## src/rtl/cpu_pkg.sv

```systemverilog
// Shared CPU definitions: instruction bus widths and the fetch FSM state type.
package cpu_pkg;
  localparam int INSTR_ADDR_W = 7;
  localparam int INSTR_DATA_W = 16;

  typedef enum logic [1:0] {IDLE, ISSUE, WAIT, CAPTURE} fetch_state_t;
endpackage

```

## src/rtl/fetch_lat_ctr.sv

```systemverilog
// Two-bit loadable down-counter that times the ROM latency wait; zero_o flags expiry.
module fetch_lat_ctr (
  input  logic       clk_i,
  input  logic       rst_i,
  input  logic       load_i,
  input  logic [1:0] load_val_i,
  input  logic       dec_i,
  output logic       zero_o
);
  logic [1:0] cnt_q, cnt_d;

  always_comb begin
    cnt_d = cnt_q;
    if (load_i)     cnt_d = load_val_i;
    else if (dec_i) cnt_d = cnt_q - 2'd1;
  end

  always_ff @(posedge clk_i or posedge rst_i) begin
    if (rst_i) cnt_q <= 2'd0;
    else       cnt_q <= cnt_d;
  end

  assign zero_o = (cnt_q == 2'd0);
endmodule

```

## src/rtl/instr_fetch_unit.sv

```systemverilog
// Instruction fetch: samples the PC on request, reads the synchronous ROM,
// loads IR and pulses pc_up so the PC advances.
module instr_fetch_unit
  import cpu_pkg::*;
#(
  parameter int ADDR_W  = INSTR_ADDR_W,
  parameter int DATA_W  = INSTR_DATA_W,
  parameter int ROM_LAT = 1
) (
  input  logic              Clk,
  input  logic              Clr,
  input  logic [ADDR_W-1:0] mem_addr,
  input  logic              fetch_req,
  input  logic              flush,
  output logic [ADDR_W-1:0] rom_addr,
  output logic              rom_rd,
  input  logic [DATA_W-1:0] rom_data,
  output logic [DATA_W-1:0] IR,
  output logic              ir_valid,
  output logic              pc_up,
  output logic              busy,
  output logic              last_fetch
);
  // state   | meaning
  // IDLE    | waiting for fetch_req (blocked during the pc_up cycle)
  // ISSUE   | rom_rd high, ROM samples rom_addr at the ending edge
  // WAIT    | remaining ROM latency, timed by fetch_lat_ctr
  // CAPTURE | rom_data valid, loaded into IR at the ending edge
  if (ROM_LAT < 1 || ROM_LAT > 4) begin : g_bad_lat
    $error("instr_fetch_unit: ROM_LAT must be within 1..4");
  end

  localparam logic [1:0] WAIT_LOAD = (ROM_LAT >= 2) ? 2'(ROM_LAT - 2) : 2'd0;

  fetch_state_t      state_q, state_d;
  logic [ADDR_W-1:0] rom_addr_q;
  logic [DATA_W-1:0] ir_q;
  logic              rom_rd_q, ir_valid_q, pc_up_q, last_fetch_q;
  logic              ctr_load, ctr_dec, ctr_zero;

  fetch_lat_ctr u_lat_ctr (
    .clk_i      (Clk),
    .rst_i      (Clr),
    .load_i     (ctr_load),
    .load_val_i (WAIT_LOAD),
    .dec_i      (ctr_dec),
    .zero_o     (ctr_zero)
  );

  always_comb begin
    state_d  = state_q;
    ctr_load = 1'b0;
    ctr_dec  = 1'b0;
    case (state_q)
      IDLE:    if (fetch_req && !pc_up_q) state_d = ISSUE;
      ISSUE: begin
        ctr_load = 1'b1;
        state_d  = (ROM_LAT == 1) ? CAPTURE : WAIT;
      end
      WAIT: begin
        if (ctr_zero) state_d = CAPTURE;
        else          ctr_dec = 1'b1;
      end
      CAPTURE: state_d = IDLE;
      default: state_d = IDLE;
    endcase
    if (flush) state_d = IDLE;
  end

  always_ff @(posedge Clk or posedge Clr) begin
    if (Clr) begin
      state_q      <= IDLE;
      rom_addr_q   <= '0;
      ir_q         <= '0;
      rom_rd_q     <= 1'b0;
      ir_valid_q   <= 1'b0;
      pc_up_q      <= 1'b0;
      last_fetch_q <= 1'b0;
    end else begin
      state_q  <= state_d;
      rom_rd_q <= (state_d == ISSUE);
      pc_up_q  <= 1'b0;
      if (state_q == IDLE && state_d == ISSUE) begin
        rom_addr_q   <= mem_addr;
        ir_valid_q   <= 1'b0;
        last_fetch_q <= 1'b0;
      end
      if (state_q == CAPTURE && !flush) begin
        ir_q         <= rom_data;
        ir_valid_q   <= 1'b1;
        pc_up_q      <= 1'b1;
        last_fetch_q <= &rom_addr_q;
      end
      if (flush) ir_valid_q <= 1'b0;
    end
  end

  assign rom_addr   = rom_addr_q;
  assign rom_rd     = rom_rd_q;
  assign IR         = ir_q;
  assign ir_valid   = ir_valid_q;
  assign pc_up      = pc_up_q;
  assign last_fetch = last_fetch_q;
  assign busy       = (state_q != IDLE) || pc_up_q;
endmodule
```

## config.mk

```make
export PLATFORM = sky130hd
export DESIGN_NAME = instr_fetch_unit
export DESIGN_NICKNAME = d
export VERILOG_FILES = /design/src/rtl/cpu_pkg.sv /design/src/rtl/fetch_lat_ctr.sv /design/src/rtl/instr_fetch_unit.sv
export SDC_FILE = /design/constraint.sdc
export NUM_CORES = 1
export LEC_CHECK = 0
export ABC_CLOCK_PERIOD_IN_PS = 3000
export BUFFER_PORTS_ARGS = -buffer_cell sky130_fd_sc_hd__clkbuf_2
export CAP_MARGIN = 20
export CORE_UTILIZATION = 50
export DETAILED_ROUTE_END_ITERATION = 10
export PLACE_DENSITY = 0.91
export RECOVER_POWER = 50
export SYNTH_ARGS = -nofsm -noshare
export SYNTH_HDL_FRONTEND = slang
export SYNTH_SLANG_ARGS = --single-unit
```

## constraint.sdc

```tcl
create_clock -name Clk -period 3 [get_ports Clk]
set_input_delay 0.6 -clock Clk [delete_from_list [all_inputs] [get_ports Clk]]
set_output_delay 0.6 -clock Clk [all_outputs]
set_load 0.02 [all_outputs]
```

# [Word-level counts from Yosys, hierarchy flattened]
# Cells that the tools add are included.
[totals] wordCells=40 in_bits=27 out_inout_bits=28 regBits=31
[op_classes] add_sub_neg=1 eq_ne=4 reduce_logical=13 n_mux=14
[ops] op="$mux 2" n=5
[ops] op="$mux 1" n=8
[ops] op="$pmux 2 s4" n=1
[ops] op="$reduce_and 7->1" n=1
[ops] op="$reduce_bool 2->1" n=3
[ops] op="$eq 2x1->1 const B" n=2
[ops] op="$eq 2x2->1 const B" n=2
[ops] op="$logic_not 2->1" n=2
[ops] op="$logic_and 1x1->1" n=3
[ops] op="$reduce_bool 3->1" n=1
[ops] op="$logic_not 1->1" n=2
[ops] op="$sub 2x1->2 const B" n=1
[ops] op="$logic_or 1x1->1" n=1

# [Logic depth before layout (Yosys ltp)]
# Gate-level depths: netlist (run 1).
[depth] word_depth=10 depth_mapped=7 mapped_depth_nobuf=5

# [By module]
# Synthesis (run 1) repeated with hierarchy kept, for this count alone.
[hier_totals] cells_unflattened=94 hier_area_um2=1398.8
[by_module_without_submodules] module="instr_fetch_unit" instances=1 cells_per_inst=81 area_per_inst_um2=1281.2
[by_module_without_submodules] module="fetch_lat_ctr" instances=1 cells_per_inst=13 area_per_inst_um2=117.6

# [Least setup slack after synthesis (run 1)]
# Ideal clock, no wire load.
[synth_path] path_kind="register to register" from="register state_q[0]" to="register rom_addr_q[0] (netlist: rom_addr[0])" setup_time_ns=0.125 path_stages_with_launch=6 required_ns=2.875 arrival_ns=1.449 path_slack_ns=1.426 path_cell_list="dfrtp_1 > inv_1 > ha_1 > nor2_1 > o211ai_4 > mux2_2"
[synth_via] elab_chain_cells=5 elab_cells_between_ends=10 classes_between="4 x eq/ne; 4 x mux; 2 x reduce/logical"
[synth_lines] element="start, declared" line="instr_fetch_unit.sv:35" rtl="fetch_state_t state_q, state_d;"
[synth_lines] element="start signal, assigned" line="instr_fetch_unit.sv:80" rtl="state_q <= state_d;"
[synth_lines] element="$eq 2x2->1 (tied with other cells)" line="instr_fetch_unit.sv:54" rtl="case (state_q)"
[synth_lines] element="$pmux 2 s4" line="instr_fetch_unit.sv:54"
[synth_lines] element="$mux 2" line="instr_fetch_unit.sv:67" rtl="if (flush) state_d = IDLE;"
[synth_lines] element="$eq 2x1->1" line="instr_fetch_unit.sv:83" rtl="if (state_q == IDLE && state_d == ISSUE) begin"
[synth_lines] element="$logic_and 1x1->1 *" line="instr_fetch_unit.sv:83"
[synth_lines] element="end signal, assigned" line="instr_fetch_unit.sv:84" rtl="rom_addr_q <= mem_addr;"
[synth_lines] element="end, declared" line="instr_fetch_unit.sv:36" rtl="logic [ADDR_W-1:0] rom_addr_q;"
# Mark *: on every way between the ends. The rest lies on a longest branch, timed or not.
# A chain may end at the register's enable or synchronous reset.

# [Worst setup path after layout (run 1)]
[layout_path] from="register state_q[0]" to="output busy"
[layout_via] elab_chain_cells=2
[layout_lines] element="$reduce_bool 2->1" line="instr_fetch_unit.sv:104" rtl="assign busy = (state_q != IDLE) || pc_up_q;"
[layout_lines] element="$logic_or 1x1->1" line="instr_fetch_unit.sv:104"
[layout_lines] element="end, declared" line="instr_fetch_unit.sv:21" rtl="output logic busy,"
# Every way passes these cells.

==> results.md, run 1 <==
* Status: finished with violations
* Failing checks: max-capacitance violations, max-slew violations
* Synth Register Bits at 31
* DP Worst Slack at 1.01 ns
* CP required at 2.40 ns
* Initial DRC count at 14
* Clk pwr share at 0.136
* Detailed Routing Iterations Pass 1 at 4
* Post-CTS Resized at 0
* Met3 usage at 0.0603
* Final ANT Viol Nets at 0
* CP arrival at 1.49 ns
* Post-Route WL at 2670 um
* Hold-fix buffers, CTS at 0
* NumNets Final at ~210
* First-pass GRT wire length at ~4300 um
* Internal reg-to-reg setup slack at 1.11 ns
* Max-slew violation count at 32
* Initial core utilization at 0.527
* IO Port Bufs at 54
* Fin cells at 212
* Most common cell in the netlist: nand2_1
* Clock skew at 0.00356 ns
* Power Internal at roughly 0.95 mW
* GRT met2 Usage at 0.350
* Die Span Y at ~53 um
* Relative slew slack at -0.0553
* Synth cell types at 23
* Synth warn at 0
* Ports at 55
* Clock sink total at 31
* Site Rows at 18
* MaxCap Viol Count at 1
* Core area at 2480 sq um
* Vias at around 1,100
* Commonest cells in the netlist: nand2_1, dfrtp_1, mux2_2
* Sequential share of power at 0.426
* Share of layout cells above drive strength 1 at 0.352
* Max Fclk at between 400 and 500 MHz
* Area fraction of the dominant cell type after synthesis at 0.594
* Fin crit share at 0.696
* Clock slew at reported path FFs at ~0.09 ns
* Setup-failing EPs final at 0
* Worst vdd ir at roughly 0.00064 V
* Root Buffer: clkbuf_4
* CP startpoint kind: flop
* Register area share after synthesis at 0.594
* Most used routing layer in global routing: met2
* Final hold viol count at 0
* N_diodes at 0
* Switch Pwr at a little over 0.7 mW
* Critical path type: flop to primary output
* Largest net degree at the start of global routing at 32
* EDFF count, synth at 0
* DP HPWL at roughly 2000 um
* Worst slew pin tran at 1.58 ns
* Post-CTS Setup Inserts at 0
* Sw frac at 0.431
* Avg WL per Cell at roughly 13 um
* Avg Vias per Cell at between 4 and 5
* H-tree depth at 2
* Pwr Density at between 1000 and 1500 nW/um^2
* Initial antenna violation count at 0
* Bufs on Longest Clock Path at 2
* Cell area after technology mapping at roughly 1300 sq um
* Vias in the first global route at a little under 1,000
* GPL Wtd Cong at 0.754
* Worst-path maximum fanout at 6
* Leakage at 0.898 nW
* Syn avg cell area at about 11 sq um
* Largest cells by area after synthesis: dfrtp_1, nand2_1, mux2_2, ha_1, buf_6
* RSZ-0062 raised after global routing: false
* Final TNS setup at 0 ns
* Clock Latency Late Sink at roughly 0.33 ns
* CTS buffer count at 5
* Largest area contributor in the netlist: dfrtp_1
* Die ar. at around 2800 sq um
* Post-synth net total at between 150 and 200
* GR Overflow Total at 0
* Post-Synthesis Cells at 122
* Grt met1 use at 0.275
* TritonCTS clock tree: built
* Tmin final at between 2 and 2.5 ns
* Critical path endpoint category: primary output
* Hold Path Class: input port to flop
* Fraction of registers with async set/reset at 1.00
* Gr usage total at 0.224
* Ys flop type: dfrtp_1
* Final setup margin at a little over 0.9 ns
* Residual DRC count at 0
* Placed cells at ~200
* Tot Pwr at between 1.5 and 2 mW
* Die X at 53.1 um
* P&R area growth vs syn at 24.7%
* Combinational share of power at 0.438
* Fillers at between 200 and 250
==> cells in the final DEF, fill, tap and decap left out, drive strengths merged, types with 2 or more instances in the layout <==
cell type	count
nor3	3
nor2b	2
mux2	7
dfrtp	31
inv	7
nand2b	2
nand2	48
a31o	2
nor2	3
ha	5
clkbuf	62
==> worst max-delay path: stages, from the launching register on <==
cell      delay (ns)
dfrtp_1         0.50
inv_1           0.11
ha_1            0.28
nand2b_1        0.10
clkbuf_2        0.16
==> final timing paths <==
path | start | endpoint | cells past startpoint
max | state_q[0]$_DFF_PP0_ | busy | 4
max in group asynchronous | Clr | rom_addr[2]$_DFFE_PP0P_ | 3
min reg2reg | IR[2]$_DFFE_PP0P_ | IR[2]$_DFFE_PP0P_ | 2
min in group asynchronous | Clr | IR[8]$_DFFE_PP0P_ | 3
max reg2reg | state_q[0]$_DFF_PP0_ | ir_valid$_DFFE_PP0P_ | 4
min | rom_data[3] | IR[3]$_DFFE_PP0P_ | 3
==> kinds of logic (layout without fill, tap and decap cells) <==
group,after synthesis,in the layout,share of synthesized area
XOR/XNOR,1,1,0.00671
flip-flops,31,31,0.594
AO/OA/AOI/OAI,5,5,0.0412
AND/OR/NAND/NOR,63,63,0.209
buffers and inverters,10,70,0.0412
adder cells (fa/ha/maj),5,5,0.0479
multiplexers,7,7,0.0603
==> flip-flops by register name (all words and copies together) (netlist names) <==
name	flops
rom_rd	1
u_lat_ctr.cnt_q	2
IR	16
ir_valid	1
state_q	2
pc_up	1
last_fetch	1
rom_addr	7
==> per-stage QoR <==
| stage | area, sq um | hold WS (ns) | util |
|---|---|---|---|
| finish | 1630 | 0.457 | 0.658 |
| global route | 1630 | 0.452 | 0.658 |
| CTS | 1640 | 0.326 | 0.664 |
| detailed placement | 1590 | 0.465 | 0.643 |
| global placement | 1590 | 0.464 | 0.643 |
| floorplan | 1310 | 0.510 | - |
==> power groups by stage <==
stage                     clock (mW)  combinational (mW)  sequential [mW]
after global routing           0.254               0.804            0.735
after floorplan                    0               0.306            0.901
final                          0.228               0.733            0.713
after global placement             0               0.724            0.709
after CTS                      0.236               0.756            0.715
after detailed placement           0               0.756            0.720
==> per-layer routing <==
metal / share of wire / wire (um)
met2: 0.47 / 1260
met3: 0.056 / 149
met5: 0 / 0
met1: 0.46 / 1240
met4: 0.0097 / 26
==> cell type report <==
cell class,instances,area (sq um),share of cell area
Multi-Input combinational cell,81,477,0.293
Inverter,7,26.3,0.0161
Sequential cell,31,776,0.476
Tap cell,30,37.5,0.0230
Clock inverter,1,5.00,0.00307
Timing Repair Buffer,55,263,0.161
Clock buffer,7,45.0,0.0276
Power figures use the tool's default switching activity.
==> run 2, diff against run 1 <==
--- a/config.mk
+++ b/config.mk
@@ -5,12 +5,12 @@
 export SDC_FILE = /design/constraint.sdc
 export NUM_CORES = 1
 export LEC_CHECK = 0
-export ABC_CLOCK_PERIOD_IN_PS = 3000
+export ABC_CLOCK_PERIOD_IN_PS = 2000
 export BUFFER_PORTS_ARGS = -buffer_cell sky130_fd_sc_hd__clkbuf_2
 export CAP_MARGIN = 20
-export CORE_UTILIZATION = 50
+export CORE_UTILIZATION = 46
 export DETAILED_ROUTE_END_ITERATION = 10
-export PLACE_DENSITY = 0.91
+export PLACE_DENSITY = 0.85
 export RECOVER_POWER = 50
 export SYNTH_ARGS = -nofsm -noshare
 export SYNTH_HDL_FRONTEND = slang
==> constraint.sdc (replaced) <==
create_clock -name Clk -period 2 [get_ports Clk]
set_input_delay 0.4 -clock Clk [delete_from_list [all_inputs] [get_ports Clk]]
set_output_delay 0.4 -clock Clk [all_outputs]
set_load 0.02 [all_outputs]
==> run 2 against run 1 <==
Effect of this change: the flow now finishes without violations; non-clock buffer count is 1 higher; first-iteration DRC count increased by 86%; sequential power grew 50%; final area is 2.7% higher; clock power rose by 130%; via count shrank 0.29%; combinational power rose by 50%; hold slack worse by 0.36 ns; routed wire length is 4.0% higher; register-to-register slack worse by 0.78 ns; critical path type unchanged; critical endpoint unchanged.
==> results.md, run 2 (synthesized netlist as in run 1, its figures left out) <==
* Worst vdd ir at 0.00111 V (was 0.000644 V)
* Clock Latency Late Sink at 0.34 ns (was 0.33 ns)
* Clock sink total at 31 (unchanged)
* Detailed Routing Iterations Pass 1 at 4 (unchanged)
* Post-Route WL at 2780 um (was 2670 um)
* Tmin final at approximately 1.8 ns
* NumNets Final at 214 (was 213)
* Bufs on Longest Clock Path at 2 (unchanged)
* Largest register FFs at 16 (unchanged)
* Initial DRC count at 26 (was 14)
* Clock skew at 0.0122 ns (was 0.00356 ns)
* Final TNS setup at 0 ns (unchanged)
* N_diodes at 0 (unchanged)
* Post-CTS Setup Inserts at 0 (unchanged)
* Relative slew slack at 0.741 (was -0.0553)
* DP HPWL at 2080 um (was 2040 um)
* Gr usage total at 0.211 (was 0.224)
* DP Worst Slack at 0.297 ns (was 1.01 ns)
* Avg Vias per Cell at 4.92 (was 4.95)
* CP startpoint kind: flop (unchanged)
* Switch Pwr at 1.10 mW (was 0.722 mW)
* MaxCap Viol Count at 0 (was 1)
* Share of layout cells above drive strength 1 at 0.355 (was 0.352)
* Fin crit share at 0.915
* GPL Wtd Cong at 0.812 (was 0.754)
* Largest net degree at the start of global routing at 32 (unchanged)
* Clk pwr share at 0.192 (was 0.136)
* CP required at 1.60 ns (was 2.40 ns)
* Status: complete, no violations (was finished with violations)
* TritonCTS clock tree: built (unchanged)
* Initial core utilization at 0.504 (was 0.527)
* H-tree depth at 2 (unchanged)
* CP arrival at 1.43 ns (was 1.49 ns)
* Critical path type: flop to primary output (unchanged)
* Avg WL per Cell at 13.0 um (was 12.6 um)
* Site Rows at 18 (unchanged)
* GR Overflow Total at 0 (unchanged)
* Setup-failing EPs final at 0 (unchanged)
* Final hold viol count at 0 (unchanged)
* Most frequent cells in the layout: nand2_1, clkbuf_2, dfrtp_1 (unchanged)
* Die X at 55.3 um (was 53.1 um)
* RSZ-0062 raised after global routing: false (unchanged)
* Residual DRC count at 0 (unchanged)
* Hold-fix buffers, CTS at 0 (unchanged)
* Root Buffer: clkbuf_4 (unchanged)
* Vias in the first global route at 1,098 (was 984)
* Worst-path maximum fanout at 6 (unchanged)
* Ports at 55 (unchanged)
* P&R area growth vs syn at 28.1% (was 24.7%)
* Leakage at 0.911 nW (was 0.898 nW)
* Fin Hold WS at 0.0951 ns (was 0.457 ns)
* CP max stage delay at 0.47 ns (was 0.50 ns)
* Power Internal at 1.58 mW (was 0.952 mW)
* Max Fclk at approximately 550 MHz
* Combinational share of power at 0.409 (was 0.438)
* Finished Cell Area at 1670 sq um (was 1630 sq um)
* Commonest non-fill, non-tap cell in the layout: nand2_1 (unchanged)
* Max-slew violation count at 0 (was 32)
* Multi-input gate area at 477 sq um (unchanged)
* Post-CTS Resized at 0 (unchanged)
* Cell Chain, Critical Path: inv_1 > ha_1 > nand2b_1 > clkbuf_2 (unchanged)
* Critical path endpoint category: primary output (unchanged)
* Post-DP Area at 1600 sq um (was 1590 sq um)
* Worst slew pin tran at 0.389 ns (was 1.58 ns)
* Final ANT Viol Nets at 0 (unchanged)
* Slowest CP cell: dfrtp_2 (was dfrtp_1)
* Sequential share of power at 0.400 (was 0.426)
* Reg area at 777 sq um (was 776 sq um)
* First-pass GRT wire length at 4910 um (was 4250 um)
* Sw frac at 0.412 (was 0.431)
* IO Port Bufs at 54 (unchanged)
* Die ar. at 3060 sq um (was 2820 sq um)
* Pwr Density at 1600 nW/um^2 (was 1030 nW/um^2)
* Clock slew at reported path FFs at 0.10 ns (was 0.09 ns)
* Fillers at 210 (was 206)
* Final setup margin at 0.171 ns (was 0.912 ns)
* Die Span Y at 55.3 um (was 53.1 um)
* Core area at 2590 sq um (was 2480 sq um)
* CTS buffer count at 5 (unchanged)
* Hold Path Class: input port to asynchronous set/reset pin (was input port to flop)
* Vias at 1,047 (was 1,050)
* Initial antenna violation count at 0 (unchanged)
## run 2: worst paths after layout
path / start / slack (ns) / cells past startpoint / endpoint
setup / recovery: state_q[0]$_DFF_PP0_ / 0.17 / 4 / busy
hold / removal: Clr / 0.1 / 3 / u_lat_ctr.cnt_q[0]$_DFFE_PP0P_
setup reg to reg: state_q[0]$_DFF_PP0_ / 0.33 / 5 / rom_addr[1]$_DFFE_PP0P_
hold reg to reg: IR[0]$_DFFE_PP0P_ / 0.48 / 2 / IR[0]$_DFFE_PP0P_
max in group asynchronous: Clr / 1.62 / 3 / state_q[0]$_DFF_PP0_
min in group Clk: rom_data[1] / 0.24 / 3 / IR[1]$_DFFE_PP0P_
## run 2: final cells by class
cell class / count / share of cell area
multi-input cells: 81 / 0.285
well taps: 30 / 0.0224
clock buffers: 6 / 0.0307
inverters: 7 / 0.0157
repair buffers: 56 / 0.161
clock inverters: 2 / 0.0209
flip-flops and latches: 31 / 0.464
## run 2: per-stage QoR
| stage | instances | util | total power [mW] |
|---|---|---|---|
| after floorplan | 122 | - | 1.81 |
| after global placement | 205 | 0.618 | 2.15 |
| after detailed placement | 205 | 0.618 | 2.22 |
| after CTS | 213 | 0.652 | 2.74 |
| after global routing | 213 | 0.646 | 2.86 |
| final | 213 | 0.646 | 2.68 |
## run 2: metal layers
metal,GRT usage,vias to the layer above,part of all wire
met2,0.360,42,0.51
li1,-,507,-
met5,0,-,0
met4,0.0857,0,0.013
met3,0.0773,6,0.066
met1,0.239,492,0.41
## run 2: worst max-delay path: cells and delay by family, from the launching register on
kind,cells,cell delay [ns]
buf+inv,2,0.27
fa+ha+maj,1,0.27
simple gates,1,0.08
flops,1,0.47
## run 2: power by group through the flow
stage	clock network [mW]	registers, mW	logic [mW]
5_1_grt	0.559	1.11	1.19
2_1_floorplan	0	1.35	0.459
4_1_cts	0.525	1.07	1.14
3_5_place_dp	0	1.07	1.14
6_report	0.515	1.07	1.10
3_3_place_gp	0	1.06	1.09
==> run 3, diff against run 2 <==
--- a/config.mk
+++ b/config.mk
@@ -8,6 +8,7 @@
 export ABC_CLOCK_PERIOD_IN_PS = 2000
 export BUFFER_PORTS_ARGS = -buffer_cell sky130_fd_sc_hd__clkbuf_2
 export CAP_MARGIN = 20
+export CORE_ASPECT_RATIO = 0.6
 export CORE_UTILIZATION = 46
 export DETAILED_ROUTE_END_ITERATION = 10
 export PLACE_DENSITY = 0.85
==> run 3 against run 2 <==
Effect of this change: total power about the same; critical endpoint unchanged; sequential share of layout area decreased by 0.39 points; critical path type unchanged; largest cell class unchanged; non-clock buffer count unchanged; the run now ends with design-rule violations left; core utilization increased by 0.37 points; clock skew decreased by 0.011 ns; routed wire length decreased by 1.1%.
==> results.md, run 3 (synthesized netlist as in run 1, its figures left out) <==
* IO Port Bufs at 54 (unchanged)
* CP arrival at 1.41 ns (was 1.43 ns)
* Worst R2R End: rom_addr[0]$_DFFE_PP0P_ (was rom_addr[1]$_DFFE_PP0P_)
* Initial antenna violation count at 0 (unchanged)
* RSZ-0062 raised after global routing: false (unchanged)
* Vias at 1,058 (was 1,047)
* Slowest CP cell: dfrtp_1 (was dfrtp_2)
* P&R area growth vs syn at 28.9% (was 28.1%)
* Status: finished with violations (was complete, no violations)
* Residual DRC count at 8 (was 0)
* Post-CTS Resized at 0 (unchanged)
* Share of layout cells above drive strength 1 at 0.339 (was 0.355)
* GPL Wtd Cong at 0.702 (was 0.812)
* Vias in the first global route at 1,023 (was 1,098)
* Root Buffer: clkbuf_8 (was clkbuf_4)
* Clock Latency Late Sink at 0.28 ns (was 0.34 ns)
* CP startpoint kind: flop (unchanged)
* MaxCap Viol Count at 0 (unchanged)
* Fin cells at 215 (was 213)
* DP HPWL at 2120 um (was 2080 um)
* Gr usage total at 0.201 (was 0.211)
* Max-slew violation count at 0 (unchanged)
* Ports at 55 (unchanged)
* Worst vdd ir at 0.000991 V (was 0.00111 V)
* Final hold viol count at 0 (unchanged)
* H-tree depth at 2 (unchanged)
* Avg WL per Cell at 12.8 um (was 13.0 um)
* Crit path buf inv count at 2 (unchanged)
* Initial core utilization at 0.504 (about the same)
* Cell Chain, Critical Path: inv_1 > ha_1 > nand2b_1 > clkbuf_2 (unchanged)
* CP required at 1.60 ns (about the same)
* CP max stage delay at 0.48 ns (was 0.47 ns)
* Pwr Density at 1600 nW/um^2 (about the same)
* Post-CTS Setup Inserts at 0 (unchanged)
* First-pass GRT wire length at 4460 um (was 4910 um)
* Largest register FFs at 16 (unchanged)
* Die Span Y at 43.3 um (was 55.3 um)
* Post-Route WL at 2750 um (was 2780 um)
* Core area at 2590 sq um (about the same)
* Internal reg-to-reg setup slack at 0.25 ns (was 0.33 ns)
* Post-layout util at 0.650 (was 0.646)
* Die ar. at 3060 sq um (about the same)
* TritonCTS clock tree: built (unchanged)
* Critical R2R Launch: state_q[0]$_DFF_PP0_ (unchanged)
* Hold-fix buffers, CTS at 0 (unchanged)
* Worst-path maximum fanout at 6 (unchanged)
* Fin Hold WS at 0.308 ns (was 0.0951 ns)
* Detailed Routing Iterations Pass 1 at 7 (was 4)
* Commonest non-fill, non-tap cell in the layout: nand2_1 (unchanged)
* NumNets Final at 214 (unchanged)
* Hold Path Class: input port to asynchronous set/reset pin (unchanged)
* Critical path endpoint category: primary output (unchanged)
* Clock slew at reported path FFs at 0.06 ns (was 0.10 ns)
* Avg Vias per Cell at 4.92 (about the same)
* N_diodes at 0 (unchanged)
* Worst r2r path cells at 5 (unchanged)
* Critical path type: flop to primary output (unchanged)
* Bufs on Longest Clock Path at 2 (unchanged)
* Final ANT Viol Nets at 0 (unchanged)
* Failing checks: design-rule violations
* Largest net degree at the start of global routing at 32 (unchanged)
* Clock skew at 0.00103 ns (was 0.0122 ns)
* Max Fclk at 553 MHz (was 547 MHz)
* Leakage at 0.911 nW (about the same)
* GR Overflow Total at 0 (unchanged)
* Relative slew slack at 0.499 (was 0.741)
* Setup-failing EPs final at 0 (unchanged)
* Initial DRC count at 42 (was 26)
* Worst slew pin tran at 0.751 ns (was 0.389 ns)
* Die X at 70.8 um (was 55.3 um)
* Placed cells at 207 (was 205)
* Final TNS setup at 0 ns (unchanged)
* Site Rows at 14 (was 18)
* Fin crit share at 0.904 (was 0.915)
* Clock sink total at 31 (unchanged)
* CTS buffer count at 5 (unchanged)
* Largest delay share family, worst path: flip-flops (unchanged)
* Tmin final at 1.81 ns (was 1.83 ns)
* Most frequent cells in the layout: nand2_1, clkbuf_2, dfrtp_1 (unchanged)
[run 3: cell types whose count changed in the layout (fill, tap and decap cells not counted), sizes merged]
| cell | before | now |
|---|---|---|
| clkinv | 1 | 0 |
| clkbuf | 60 | 63 |
| buf | 2 | 1 |
| bufinv | 1 | 0 |
[run 3: layer usage]
| layer | routed length [um] | part of all wire | GRT usage |
|---|---|---|---|
| met1 | 1260 | 0.46 | 0.247 |
| met3 | 225 | 0.082 | 0.0713 |
| met4 | 54 | 0.020 | 0.116 |
| met2 | 1210 | 0.44 | 0.312 |
| met5 | 0 | 0 | 0 |
[run 3: layout make-up]
| class | count | area, sq um |
|---|---|---|
| multi-input combinational | 81 | 477 |
| fill | 220 | 908 |
| timing repair buffer | 56 | 265 |
| tap | 32 | 40.0 |
| sequential | 31 | 776 |
| inverter | 7 | 26.3 |
| clock buffer | 8 | 100 |
[run 3: per-stage QoR]
step           power [mW]  setup slack, ns  cell area (sq um)
2_1_floorplan        1.81            0.426               1310
3_3_place_gp         2.15            0.374               1600
3_5_place_dp         2.22            0.258               1600
4_1_cts              2.75            0.183               1700
5_1_grt              2.86            0.123               1680
6_report             2.69            0.193               1680
[run 3: worst max path at each step]
stage                         startpoint                 endpoint  slack [ns]  depth (start not counted)
detailed placement  state_q[0]$_DFF_PP0_  rom_addr[0]$_DFFE_PP0P_        0.26                          5
finish              state_q[0]$_DFF_PP0_                     busy        0.19                          4
CTS                 state_q[0]$_DFF_PP0_                     busy        0.18                          4
global route        state_q[0]$_DFF_PP0_                     busy        0.12                          4
global placement    state_q[0]$_DFF_PP0_  rom_addr[2]$_DFFE_PP0P_        0.37                          5
floorplan           state_q[0]$_DFF_PP0_  rom_addr[0]$_DFFE_PP0P_        0.43                          5
[run 3: worst register-to-register path, stage by stage (launching register included)]
cell	delay, ns
dfrtp_1	0.48
inv_1	0.12
ha_1	0.34
nor2_1	0.21
o211ai_4	0.18
mux2_2	0.31
[run 3: power breakdown]
group          total, mW  switching, mW  leakage (nW)  internal, mW
clock              0.527          0.214        0.0515         0.313
combinational       1.09          0.696         0.465         0.391
sequential          1.07          0.180         0.395         0.891
